### config.mk
export PLATFORM = sky130hd
export DESIGN_NAME = adc_signal_conditioner_flat
export DESIGN_NICKNAME = d
export VERILOG_FILES = /design/src/rtl/adc_signal_conditioner_if.sv /design/src/rtl/adc_signal_conditioner.sv /design/src/flat_wrapper.sv
export SDC_FILE = /design/constraint.sdc
export NUM_CORES = 1
export LEC_CHECK = 0
export BUFFER_PORTS_ARGS = -buffer_cell sky130_fd_sc_hd__buf_2
export CAP_MARGIN = 20
export CORE_MARGIN = 4
export CORE_UTILIZATION = 60
export CTS_BUF_LIST = sky130_fd_sc_hd__clkbuf_8
export DETAILED_ROUTE_END_ITERATION = 8
export PLACE_DENSITY = 0.81
export SYNTH_ARGS = -nofsm -noshare
export SYNTH_HDL_FRONTEND = slang
export SYNTH_SLANG_ARGS = --single-unit
### constraint.sdc
create_clock -name sample_clk -period 4.8 [get_ports sample_clk]
set_clock_uncertainty 0.15 [all_clocks]
set_input_delay 0 -clock sample_clk [delete_from_list [all_inputs] [get_ports sample_clk]]
set_output_delay 0 -clock sample_clk [all_outputs]
set_load 0.02 [all_outputs]
### src/rtl/adc_signal_conditioner_if.sv
// Sample-side bus of the ADC signal conditioner: raw ADC input plus conditioned
// outputs and window statistics. master = sample source / consumer, slave = conditioner.
// Signals: sample_en/adc_data in; signal_dc_removed/signal_valid, vpp/dc_offset/dc_mean,
//          sig_present, stats_update out.
interface adc_signal_conditioner_if;
  logic       sample_en;
  logic [7:0] adc_data;
  logic [7:0] signal_dc_removed;
  logic       signal_valid;
  logic [7:0] vpp;
  logic [7:0] dc_offset;
  logic [7:0] dc_mean;
  logic       sig_present;
  logic       stats_update;

  modport master (
    output sample_en, adc_data,
    input  signal_dc_removed, signal_valid, vpp, dc_offset, dc_mean,
           sig_present, stats_update
  );

  modport slave (
    input  sample_en, adc_data,
    output signal_dc_removed, signal_valid, vpp, dc_offset, dc_mean,
           sig_present, stats_update
  );
endinterface

### src/rtl/adc_signal_conditioner.sv
// Windowed min/max/mean of unsigned ADC samples; re-centres each sample on the last offset.
// Latency: 1 cycle sample->signal_dc_removed, 1 cycle window-end sample->stats.
// No backpressure: sample_en qualifies each input; idle cycles hold all outputs.
// Ports: sample_clk, rst_n (async active-low), bus (slave modport of adc_signal_conditioner_if).
module adc_signal_conditioner #(
  parameter int WINDOW      = 256,
  parameter int LOG2_WINDOW = 8,
  parameter int MIN_VPP     = 8
) (
  input  logic                      sample_clk,
  input  logic                      rst_n,
  adc_signal_conditioner_if.slave   bus
);

  typedef enum logic {WARMUP = 1'b0, TRACK = 1'b1} state_t;

  localparam logic [LOG2_WINDOW-1:0] LAST_IDX = LOG2_WINDOW'(WINDOW - 1);
  localparam int SUM_W = LOG2_WINDOW + 8;

  state_t                 state_q, state_d;
  logic [LOG2_WINDOW-1:0] win_cnt_q, win_cnt_d;
  logic [7:0]             run_min_q, run_min_d;
  logic [7:0]             run_max_q, run_max_d;
  logic [SUM_W-1:0]       run_sum_q, run_sum_d;
  logic [7:0]             vpp_q, vpp_d;
  logic [7:0]             dc_offset_q, dc_offset_d;
  logic [7:0]             dc_mean_q, dc_mean_d;
  logic                   sig_present_q, sig_present_d;
  logic                   stats_update_q, stats_update_d;
  logic                   signal_valid_q, signal_valid_d;
  logic [7:0]             signal_out_q, signal_out_d;

  logic [7:0]             min_p, max_p;
  logic [SUM_W-1:0]       sum_p;
  logic [8:0]             mid_sum;
  logic signed [8:0]      diff;
  logic [7:0]             sat;

  always_ff @(posedge sample_clk or negedge rst_n) begin
    if (!rst_n) begin
      state_q        <= WARMUP;
      win_cnt_q      <= '0;
      run_min_q      <= 8'hFF;
      run_max_q      <= 8'h00;
      run_sum_q      <= '0;
      vpp_q          <= 8'h00;
      dc_offset_q    <= 8'h00;
      dc_mean_q      <= 8'h00;
      sig_present_q  <= 1'b0;
      stats_update_q <= 1'b0;
      signal_valid_q <= 1'b0;
      signal_out_q   <= 8'h00;
    end else begin
      state_q        <= state_d;
      win_cnt_q      <= win_cnt_d;
      run_min_q      <= run_min_d;
      run_max_q      <= run_max_d;
      run_sum_q      <= run_sum_d;
      vpp_q          <= vpp_d;
      dc_offset_q    <= dc_offset_d;
      dc_mean_q      <= dc_mean_d;
      sig_present_q  <= sig_present_d;
      stats_update_q <= stats_update_d;
      signal_valid_q <= signal_valid_d;
      signal_out_q   <= signal_out_d;
    end
  end

  always_comb begin
    state_d        = state_q;
    win_cnt_d      = win_cnt_q;
    run_min_d      = run_min_q;
    run_max_d      = run_max_q;
    run_sum_d      = run_sum_q;
    vpp_d          = vpp_q;
    dc_offset_d    = dc_offset_q;
    dc_mean_d      = dc_mean_q;
    sig_present_d  = sig_present_q;
    stats_update_d = 1'b0;
    signal_valid_d = 1'b0;
    signal_out_d   = signal_out_q;

    // Window statistics including the sample presented this cycle.
    min_p   = (bus.adc_data < run_min_q) ? bus.adc_data : run_min_q;
    max_p   = (bus.adc_data > run_max_q) ? bus.adc_data : run_max_q;
    sum_p   = run_sum_q + SUM_W'(bus.adc_data);
    mid_sum = {1'b0, max_p} + {1'b0, min_p};

    // Re-centre against the offset currently held; 9 bits covers -255..255.
    diff = $signed({1'b0, bus.adc_data}) - $signed({1'b0, dc_offset_q});
    if (diff > $signed(9'd127))
      sat = 8'h7F;
    else if (diff < -9'sd128)
      sat = 8'h80;
    else
      sat = diff[7:0];

    if (bus.sample_en) begin
      win_cnt_d = win_cnt_q + 1'b1;
      run_min_d = min_p;
      run_max_d = max_p;
      run_sum_d = sum_p;

      if (state_q == TRACK) begin
        signal_valid_d = 1'b1;
        // Without a meaningful swing, emit zeros so DC input carries no energy downstream.
        signal_out_d   = sig_present_q ? sat : 8'h00;
      end

      if (win_cnt_q == LAST_IDX) begin
        vpp_d          = max_p - min_p;
        dc_offset_d    = 8'(mid_sum >> 1);
        dc_mean_d      = 8'(sum_p >> LOG2_WINDOW);
        sig_present_d  = ((max_p - min_p) >= 8'(MIN_VPP));
        stats_update_d = 1'b1;
        run_min_d      = 8'hFF;
        run_max_d      = 8'h00;
        run_sum_d      = '0;
        win_cnt_d      = '0;
        state_d        = TRACK;
      end
    end
  end

  assign bus.signal_dc_removed = signal_out_q;
  assign bus.signal_valid      = signal_valid_q;
  assign bus.vpp               = vpp_q;
  assign bus.dc_offset         = dc_offset_q;
  assign bus.dc_mean           = dc_mean_q;
  assign bus.sig_present       = sig_present_q;
  assign bus.stats_update      = stats_update_q;

endmodule

### src/flat_wrapper.sv
// flat-port wrapper written by rule: the top's interface ports become plain ports
module adc_signal_conditioner_flat 
#(
  parameter int WINDOW      = 256,
  parameter int LOG2_WINDOW = 8,
  parameter int MIN_VPP     = 8
)
  (sample_clk, rst_n, bus_sample_en, bus_adc_data, bus_signal_dc_removed, bus_signal_valid, bus_vpp, bus_dc_offset, bus_dc_mean, bus_sig_present, bus_stats_update);
  adc_signal_conditioner_if bus_i ();
  input  logic sample_clk;
  input  logic rst_n;
  input wire logic [$bits(bus_i.sample_en)-1:0] bus_sample_en;
  input wire logic [$bits(bus_i.adc_data)-1:0] bus_adc_data;
  output wire logic [$bits(bus_i.signal_dc_removed)-1:0] bus_signal_dc_removed;
  output wire logic [$bits(bus_i.signal_valid)-1:0] bus_signal_valid;
  output wire logic [$bits(bus_i.vpp)-1:0] bus_vpp;
  output wire logic [$bits(bus_i.dc_offset)-1:0] bus_dc_offset;
  output wire logic [$bits(bus_i.dc_mean)-1:0] bus_dc_mean;
  output wire logic [$bits(bus_i.sig_present)-1:0] bus_sig_present;
  output wire logic [$bits(bus_i.stats_update)-1:0] bus_stats_update;
  assign bus_i.sample_en = bus_sample_en;
  assign bus_i.adc_data = bus_adc_data;
  assign bus_signal_dc_removed = bus_i.signal_dc_removed;
  assign bus_signal_valid = bus_i.signal_valid;
  assign bus_vpp = bus_i.vpp;
  assign bus_dc_offset = bus_i.dc_offset;
  assign bus_dc_mean = bus_i.dc_mean;
  assign bus_sig_present = bus_i.sig_present;
  assign bus_stats_update = bus_i.stats_update;
  adc_signal_conditioner #(.WINDOW(WINDOW), .LOG2_WINDOW(LOG2_WINDOW), .MIN_VPP(MIN_VPP)) u_core (.sample_clk(sample_clk), .rst_n(rst_n), .bus(bus_i));
endmodule
After elaboration in Yosys (flattened, before gate mapping)
Cells that the tools add are included.
Widths: inputs -> output; s select.
{ "op_classes": {"addsub": 5, "n_lt_le_gt_ge": 5, "eq_ne": 1, "muxes": 13, "n_reduce_logical": 2} }
{ "op_table": {"columns": ["op", "n"], "rows": [
  ["$mux 8", 8],
  ["$add 16x8->16", 1],
  ["$mux 16", 1],
  ["$add 8x8->9", 1],
  ["$gt 9x8->1 const B", 1],
  ["$lt 9x8->1 const B", 1],
  ["$sub 8x8->9", 1],
  ["$add 8x1->8 const B", 1],
  ["$eq 8x8->1 const B", 1],
  ["$ge 8x4->1 const B", 1],
  ["$gt 8x8->1", 1],
  ["$lt 8x8->1", 1],
  ["$sub 8x8->8", 1],
  ["$mux 1", 4],
  ["$reduce_and 2->1", 2]
]} }
{ "word_totals": {"regBits": 76, "input_bits": 11, "output_inout_bits": 35, "word_cells": 38} }

Logic depth before layout (Yosys ltp)
{ "logic_depth": {"depth_word": 5, "depth_mapped": 18, "mapped_depth_nobuf": 16} }

Least setup slack after synthesis
OpenSTA, ideal clock, no wires.
{ "synth_timing": {"kind": "register -> register", "start": "register u_core.run_min_q[4]", "end": "register u_core.sig_present_q (netlist: u_core.bus.sig_present)", "setup_ps": 118, "t_arrival_ps": 3548, "required_ps": 4532, "setup_slack_ps": 984, "path_stages_with_launch": 17, "n_path_buf": 2, "period_less_slack_ps": 3816, "path_cell_list": "dfstp_2 -> inv_1 -> ha_1 -> a21oi_1 -> o21ai_0 -> a2111oi_2 -> nor2_1 -> buf_2 -> mux2_2 -> ha_1 -> buf_2 -> nor3_1 -> a2111oi_2 -> xnor2_1 -> a21boi_0 -> a41oi_1 -> a21o_1"} }
{ "synth_between": {"elab_chain_len": 4} }
{ "synth_rtl": {"columns": ["element", "line_no", "rtl"], "rows": [
  ["start, declared", "adc_signal_conditioner.sv:22", "logic [7:0] run_min_q, run_min_d;"],
  ["start signal, assigned", "adc_signal_conditioner.sv:56", "run_min_q <= run_min_d;"],
  ["$lt 8x8->1", "adc_signal_conditioner.sv:84", "min_p = (bus.adc_data < run_min_q) ? bus.adc_data : run_min_q;"],
  ["$mux 8 *", "adc_signal_conditioner.sv:84", null],
  ["$sub 8x8->8 *", "adc_signal_conditioner.sv:114", "sig_present_d = ((max_p - min_p) >= 8'(MIN_VPP));"],
  ["$ge 8x4->1 *", "adc_signal_conditioner.sv:114", null],
  ["end signal, assigned", "adc_signal_conditioner.sv:62", "sig_present_q <= sig_present_d;"],
  ["end, declared", "adc_signal_conditioner.sv:28", "logic sig_present_q, sig_present_d;"]
]} }
Every way passes the cells marked *; elsewhere a longest branch is shown, timed or not.
A chain may end at the register's enable or synchronous reset.

Final worst setup path
{ "layout_timing": {"start": "register u_core.run_min_q[6]", "end": "register u_core.sig_present_q (netlist: u_core.bus.sig_present)"} }
Same word-level chain as after synthesis.

==> flow_summary.rst <==
.. list-table::
   :header-rows: 1

   * - Metric
     - Value
   * - Unique masters post-synth
     - 51
   * - Required @ worst endpoint
     - 4.91 ns
   * - Register area share after synthesis
     - 38.9%
   * - Dpl hpwl
     - 8.20 mm
   * - Largest vdd supply drop
     - 0.283 mV
   * - Share of the clock period used by the worst path after layout
     - 90.8%
   * - Cell leakage power
     - 2.67 nW
   * - Port Buf Inserts
     - 45
   * - Kind of critical path
     - reg -> reg
   * - Number of nets in the synthesized netlist
     - 591
   * - Overall die area
     - 9710 sq um
   * - Detail Route Antenna Nets
     - 0
   * - Buffers and inverters on the worst path
     - 1
   * - Floorplan die height
     - 98.5 microns
   * - Clock tree from TritonCTS
     - yes
   * - Pin count of the biggest net entering global routing
     - 77
   * - Clock tree buffer depth
     - 2
   * - Outcome
     - completed
   * - Switching power as a share of total power
     - 42.0%
   * - Die X-Extent
     - 98.5 microns
   * - Worst reg2reg path depth
     - 14
   * - Least setup slack across all paths after layout
     - 0.443 ns
   * - Worst setup slack before clock tree synthesis
     - 0.469 ns
   * - Number of iterations in the first detailed-routing pass
     - 5
   * - Setup repair after global routing missed its margin
     - false
   * - Slew Limit Fails
     - 0
   * - Length of routed wiring on met1
     - 5.07 mm
   * - Total via count after detailed routing
     - 4082
   * - Filler Cells Inserted
     - 620
   * - Share of the synthesized area in compound gates (AO/OA/AOI/OAI)
     - 22.2%
   * - Post-Syn Instances
     - 529
   * - Multiplexer area fraction after synthesis
     - 2.19%
   * - Wirelength per Cell
     - 16.7 microns
   * - Initial core utilization
     - 62.6%
   * - Highest-delay cell along the critical path
     - sky130_fd_sc_hd__nor2_1
   * - Drt via density
     - 5.97
   * - NumNets Final
     - 639
   * - Hold/Removal Path Class
     - in -> async
   * - Cell class contributing the biggest share of worst-path delay
     - compound AO/OA/AOI/OAI gates
   * - Synthesized cell area
     - 4920 sq um
   * - Top layer in use
     - met4
   * - Total negative slack for setup checks
     - 0 ns
   * - Reg2reg setup slack
     - 0.44 ns
   * - Global route overflow
     - 0
   * - Core area
     - 7850 sq um
   * - Root Driver
     - sky130_fd_sc_hd__clkbuf_8
   * - Antenna diode count
     - 0
   * - Post-Synth XOR/XNOR Area
     - 5.88%
   * - Multi-input logic area
     - 2760 sq um
   * - Clock network fraction of total power
     - 17.5%
   * - Post-synthesis async set-or-reset flop share
     - 100%
   * - Main flop type after synthesis
     - sky130_fd_sc_hd__dfrtp_1
   * - Internal power contribution
     - 1.55 mW
   * - Critical Path Source Type
     - register
   * - Aggregate routed wire length
     - 11.4 mm
   * - Global-route usage over all layers
     - 24.5%
   * - Global-route wire length before repair
     - 19.2 mm
   * - Endpoints failing hold
     - 0
   * - Endpoint of the lowest-slack register-to-register path
     - u_core.bus.sig_present$_DFFE_PN0P_
   * - Pwr per Cell Area
     - 486 nW/um^2
   * - DRC violations left
     - 0
   * - Number of synthesized flops with an enable pin
     - 0
   * - Per-instance average area after synthesis
     - 9.29 sq um
   * - Flip-flop and latch count after synthesis
     - 76
   * - # resized after CTS
     - 0
   * - Cell Chain, Critical Path
     - inv_1, ha_1, nand2_1, o21ai_0, a2111oi_2, nor2_1, mux2_2, ha_1, nor3_1, a2111oi_2, xnor2_1, a21boi_0, a41oi_1, a21o_1
   * - Simple logic cell fraction of the synthesized area
     - 12.1%
   * - Delay contributed by the slowest stage of the critical path
     - 0.69 ns
   * - Top-level I/O count
     - 46
   * - Initial DRC count
     - 222
   * - Final Wtd Congestion
     - 0.832
   * - Syn-to-layout area delta
     - 11.8%
   * - Number of global-route vias before repair
     - 3921
   * - Routed met2 length
     - 5.30 mm
   * - Critical path fanouts, max
     - 12
   * - Most frequent cells in the layout
     - sky130_fd_sc_hd__nand2_1 (68), sky130_fd_sc_hd__dfrtp_1 (68), sky130_fd_sc_hd__o21ai_0 (49), sky130_fd_sc_hd__ha_1 (47), sky130_fd_sc_hd__inv_1 (46)
   * - Synth warnings
     - 0
   * - Number of antenna violations at the first check in global routing
     - 0
   * - Setup violation total in the final timing report
     - 0
   * - Floorplan row count
     - 32
   * - Dominant combinational cell family by area after synthesis
     - compound AO/OA/AOI/OAI gates
   * - Headroom to the max-slew limit
     - 37.1%
   * - Flip-flop and latch area
     - 1910 sq um
   * - Crit end category
     - register
   * - Adder-cell share of the synthesized area
     - 13.6%
   * - Latest clock arrival within the worst-skew pair
     - 0.36 ns
   * - Combinational Power Share
     - 50.7%
   * - Switching power total
     - 1.12 mW
   * - Clk slew on worst S/H paths
     - 0.09 ns
   * - Actual slew at the worst max-slew pin
     - 0.944 ns
   * - CTS sink count
     - 76
   * - Met3 wire len
     - 758 microns
   * - Worst flop-to-flop path startpoint
     - u_core.run_min_q[6]$_DFFE_PN1P_
   * - Inserted Clock Buffers
     - 9
   * - Reported max-cap violation count
     - 0
   * - Highest Clock Rate
     - 0.229 GHz
   * - Critical path data arrival time
     - 4.46 ns
   * - Power share of the sequential group
     - 31.8%
   * - Total number of H-tree levels
     - 3
   * - Share of final-layout standard cells stronger than drive strength 1
     - 15.1%
   * - Final Critical Period
     - 4.36 ns
## worst max path at each step
stage | start | end | slack (ns) | cells after the start
after floorplan | u_core.run_min_q[4]$_DFFE_PN1P_ | u_core.bus.sig_present$_DFFE_PN0P_ | 0.98 | 16
after global placement | u_core.run_min_q[2]$_DFFE_PN1P_ | u_core.bus.sig_present$_DFFE_PN0P_ | 0.62 | 14
after detailed placement | u_core.run_min_q[6]$_DFFE_PN1P_ | u_core.bus.sig_present$_DFFE_PN0P_ | 0.47 | 14
after CTS | u_core.run_min_q[6]$_DFFE_PN1P_ | u_core.bus.sig_present$_DFFE_PN0P_ | 0.47 | 14
after global routing | u_core.run_min_q[4]$_DFFE_PN1P_ | u_core.bus.sig_present$_DFFE_PN0P_ | 0.08 | 14
final | u_core.run_min_q[6]$_DFFE_PN1P_ | u_core.bus.sig_present$_DFFE_PN0P_ | 0.44 | 14
## flip-flops by register name, summed over array words and instances (netlist names)
name / flops
u_core.run_sum_q: 16
u_core.bus.stats_update: 1
u_core.run_min_q: 8
u_core.win_cnt_q: 8
u_core.bus.signal_valid: 1
u_core.run_max_q: 8
u_core.bus.dc_offset: 8
u_core.bus.signal_dc_removed: 8
u_core.state_q: 1
u_core.bus.sig_present: 1
u_core.bus.vpp: 8
u_core.bus.dc_mean: 8
## worst reg2reg max path: stages, from the launching register on
cell,delay [ns]
sky130_fd_sc_hd__dfstp_2,0.55
sky130_fd_sc_hd__inv_1,0.04
sky130_fd_sc_hd__ha_1,0.28
sky130_fd_sc_hd__nand2_1,0.08
sky130_fd_sc_hd__o21ai_0,0.21
sky130_fd_sc_hd__a2111oi_2,0.09
sky130_fd_sc_hd__nor2_1,0.69
sky130_fd_sc_hd__mux2_2,0.43
sky130_fd_sc_hd__ha_1,0.44
sky130_fd_sc_hd__nor3_1,0.10
sky130_fd_sc_hd__a2111oi_2,0.48
sky130_fd_sc_hd__xnor2_1,0.19
sky130_fd_sc_hd__a21boi_0,0.23
sky130_fd_sc_hd__a41oi_1,0.14
sky130_fd_sc_hd__a21o_1,0.17
## stage by stage
step | cells | hold slack (ns) | instance area [sq um] | power, mW | util [%]
floorplan | 529 | -0.446 | 4920 | 1.91 | -
global placement | 658 | 0.0493 | 5210 | 2.14 | 66.4
detailed placement | 658 | 0.0587 | 5210 | 2.19 | 66.4
CTS | 684 | 0.214 | 5490 | 2.67 | 70.0
global route | 684 | 0.268 | 5490 | 2.89 | 70.0
finish | 684 | 0.167 | 5490 | 2.67 | 70.0
## cell families (layout without fill, tap and decap cells)
logic type	after synthesis	after routing
DFF	76	76
and+or+nand+nor	133	133
xor gates and xnor gates	33	33
AOI/OAI and AO/OA	160	160
buffers and inverters	66	119
adders and majority gates	51	51
muxes	10	10
## cell type report
| class | count | share of cell area, % |
|---|---|---|
| clock buffer | 9 | 2.25 |
| multi-input combinational | 387 | 50.2 |
| tap | 102 | 2.32 |
| sequential | 76 | 34.8 |
| inverter | 46 | 3.14 |
| timing repair buffer | 57 | 6.24 |
| clock inverter | 7 | 1.07 |
## Yosys cell counts (2+ instances only)
library cell,count,area [sq um]
sky130_fd_sc_hd__mux2i_1,4,40.0
sky130_fd_sc_hd__o22a_1,9,78.8
sky130_fd_sc_hd__a211o_1,2,17.5
sky130_fd_sc_hd__a31oi_1,9,56.3
sky130_fd_sc_hd__o21bai_1,3,22.5
sky130_fd_sc_hd__xor2_1,12,105
sky130_fd_sc_hd__buf_1,2,7.51
sky130_fd_sc_hd__clkbuf_1,13,48.8
sky130_fd_sc_hd__a21o_1,8,60.1
sky130_fd_sc_hd__mux2_2,6,67.6
sky130_fd_sc_hd__o21ai_1,6,30.0
sky130_fd_sc_hd__or2_2,3,18.8
sky130_fd_sc_hd__ha_1,47,588
sky130_fd_sc_hd__nor2b_1,6,37.5
sky130_fd_sc_hd__fa_1,4,80.1
sky130_fd_sc_hd__a21oi_1,27,135
sky130_fd_sc_hd__o21a_1,7,52.6
sky130_fd_sc_hd__a2111oi_2,3,45.0
sky130_fd_sc_hd__o31a_1,2,17.5
sky130_fd_sc_hd__a41oi_1,3,26.3
sky130_fd_sc_hd__and3_1,4,25.0
sky130_fd_sc_hd__nand3_1,7,35.0
sky130_fd_sc_hd__o221ai_1,2,17.5
sky130_fd_sc_hd__dfstp_2,8,210
sky130_fd_sc_hd__nand4_1,5,31.3
sky130_fd_sc_hd__or3_1,3,18.8
sky130_fd_sc_hd__nand2_1,68,255
sky130_fd_sc_hd__nand2b_1,2,12.5
sky130_fd_sc_hd__nor3_1,6,30.0
sky130_fd_sc_hd__nor2_1,24,90.1
sky130_fd_sc_hd__nor3b_1,3,22.5
sky130_fd_sc_hd__xnor2_1,21,184
sky130_fd_sc_hd__a22o_1,8,70.1
sky130_fd_sc_hd__buf_2,5,25.0
sky130_fd_sc_hd__o2111ai_1,2,17.5
sky130_fd_sc_hd__o21ai_0,49,245
sky130_fd_sc_hd__inv_1,46,173
sky130_fd_sc_hd__dfrtp_1,68,1700
sky130_fd_sc_hd__a32o_1,9,90.1
sky130_fd_sc_hd__a211oi_1,2,15.0
## power by group through the flow
stage               clock, mW  sequential (mW)  combinational, mW
floorplan                   0            0.833               1.08
global placement            0            0.852               1.29
detailed placement          0            0.858               1.33
CTS                     0.474            0.847               1.35
global route            0.503            0.863               1.52
finish                  0.468            0.848               1.35
## what timing repair did
item                       4_1_cts  5_1_grt
hold buffers                    10        0
hold endpoints to repair        93        0
buffers inserted                 0        0
setup endpoints to repair        0        0
## routing by layer
| layer | vias up | track usage [%] |
|---|---|---|
| met5 | - | 0 |
| li1 | 1970 | - |
| met3 | 25 | 4.10 |
| met1 | 1954 | 34.3 |
| met2 | 133 | 38.0 |
| met4 | 0 | 10.1 |
Power figures use the tool's default switching activity.
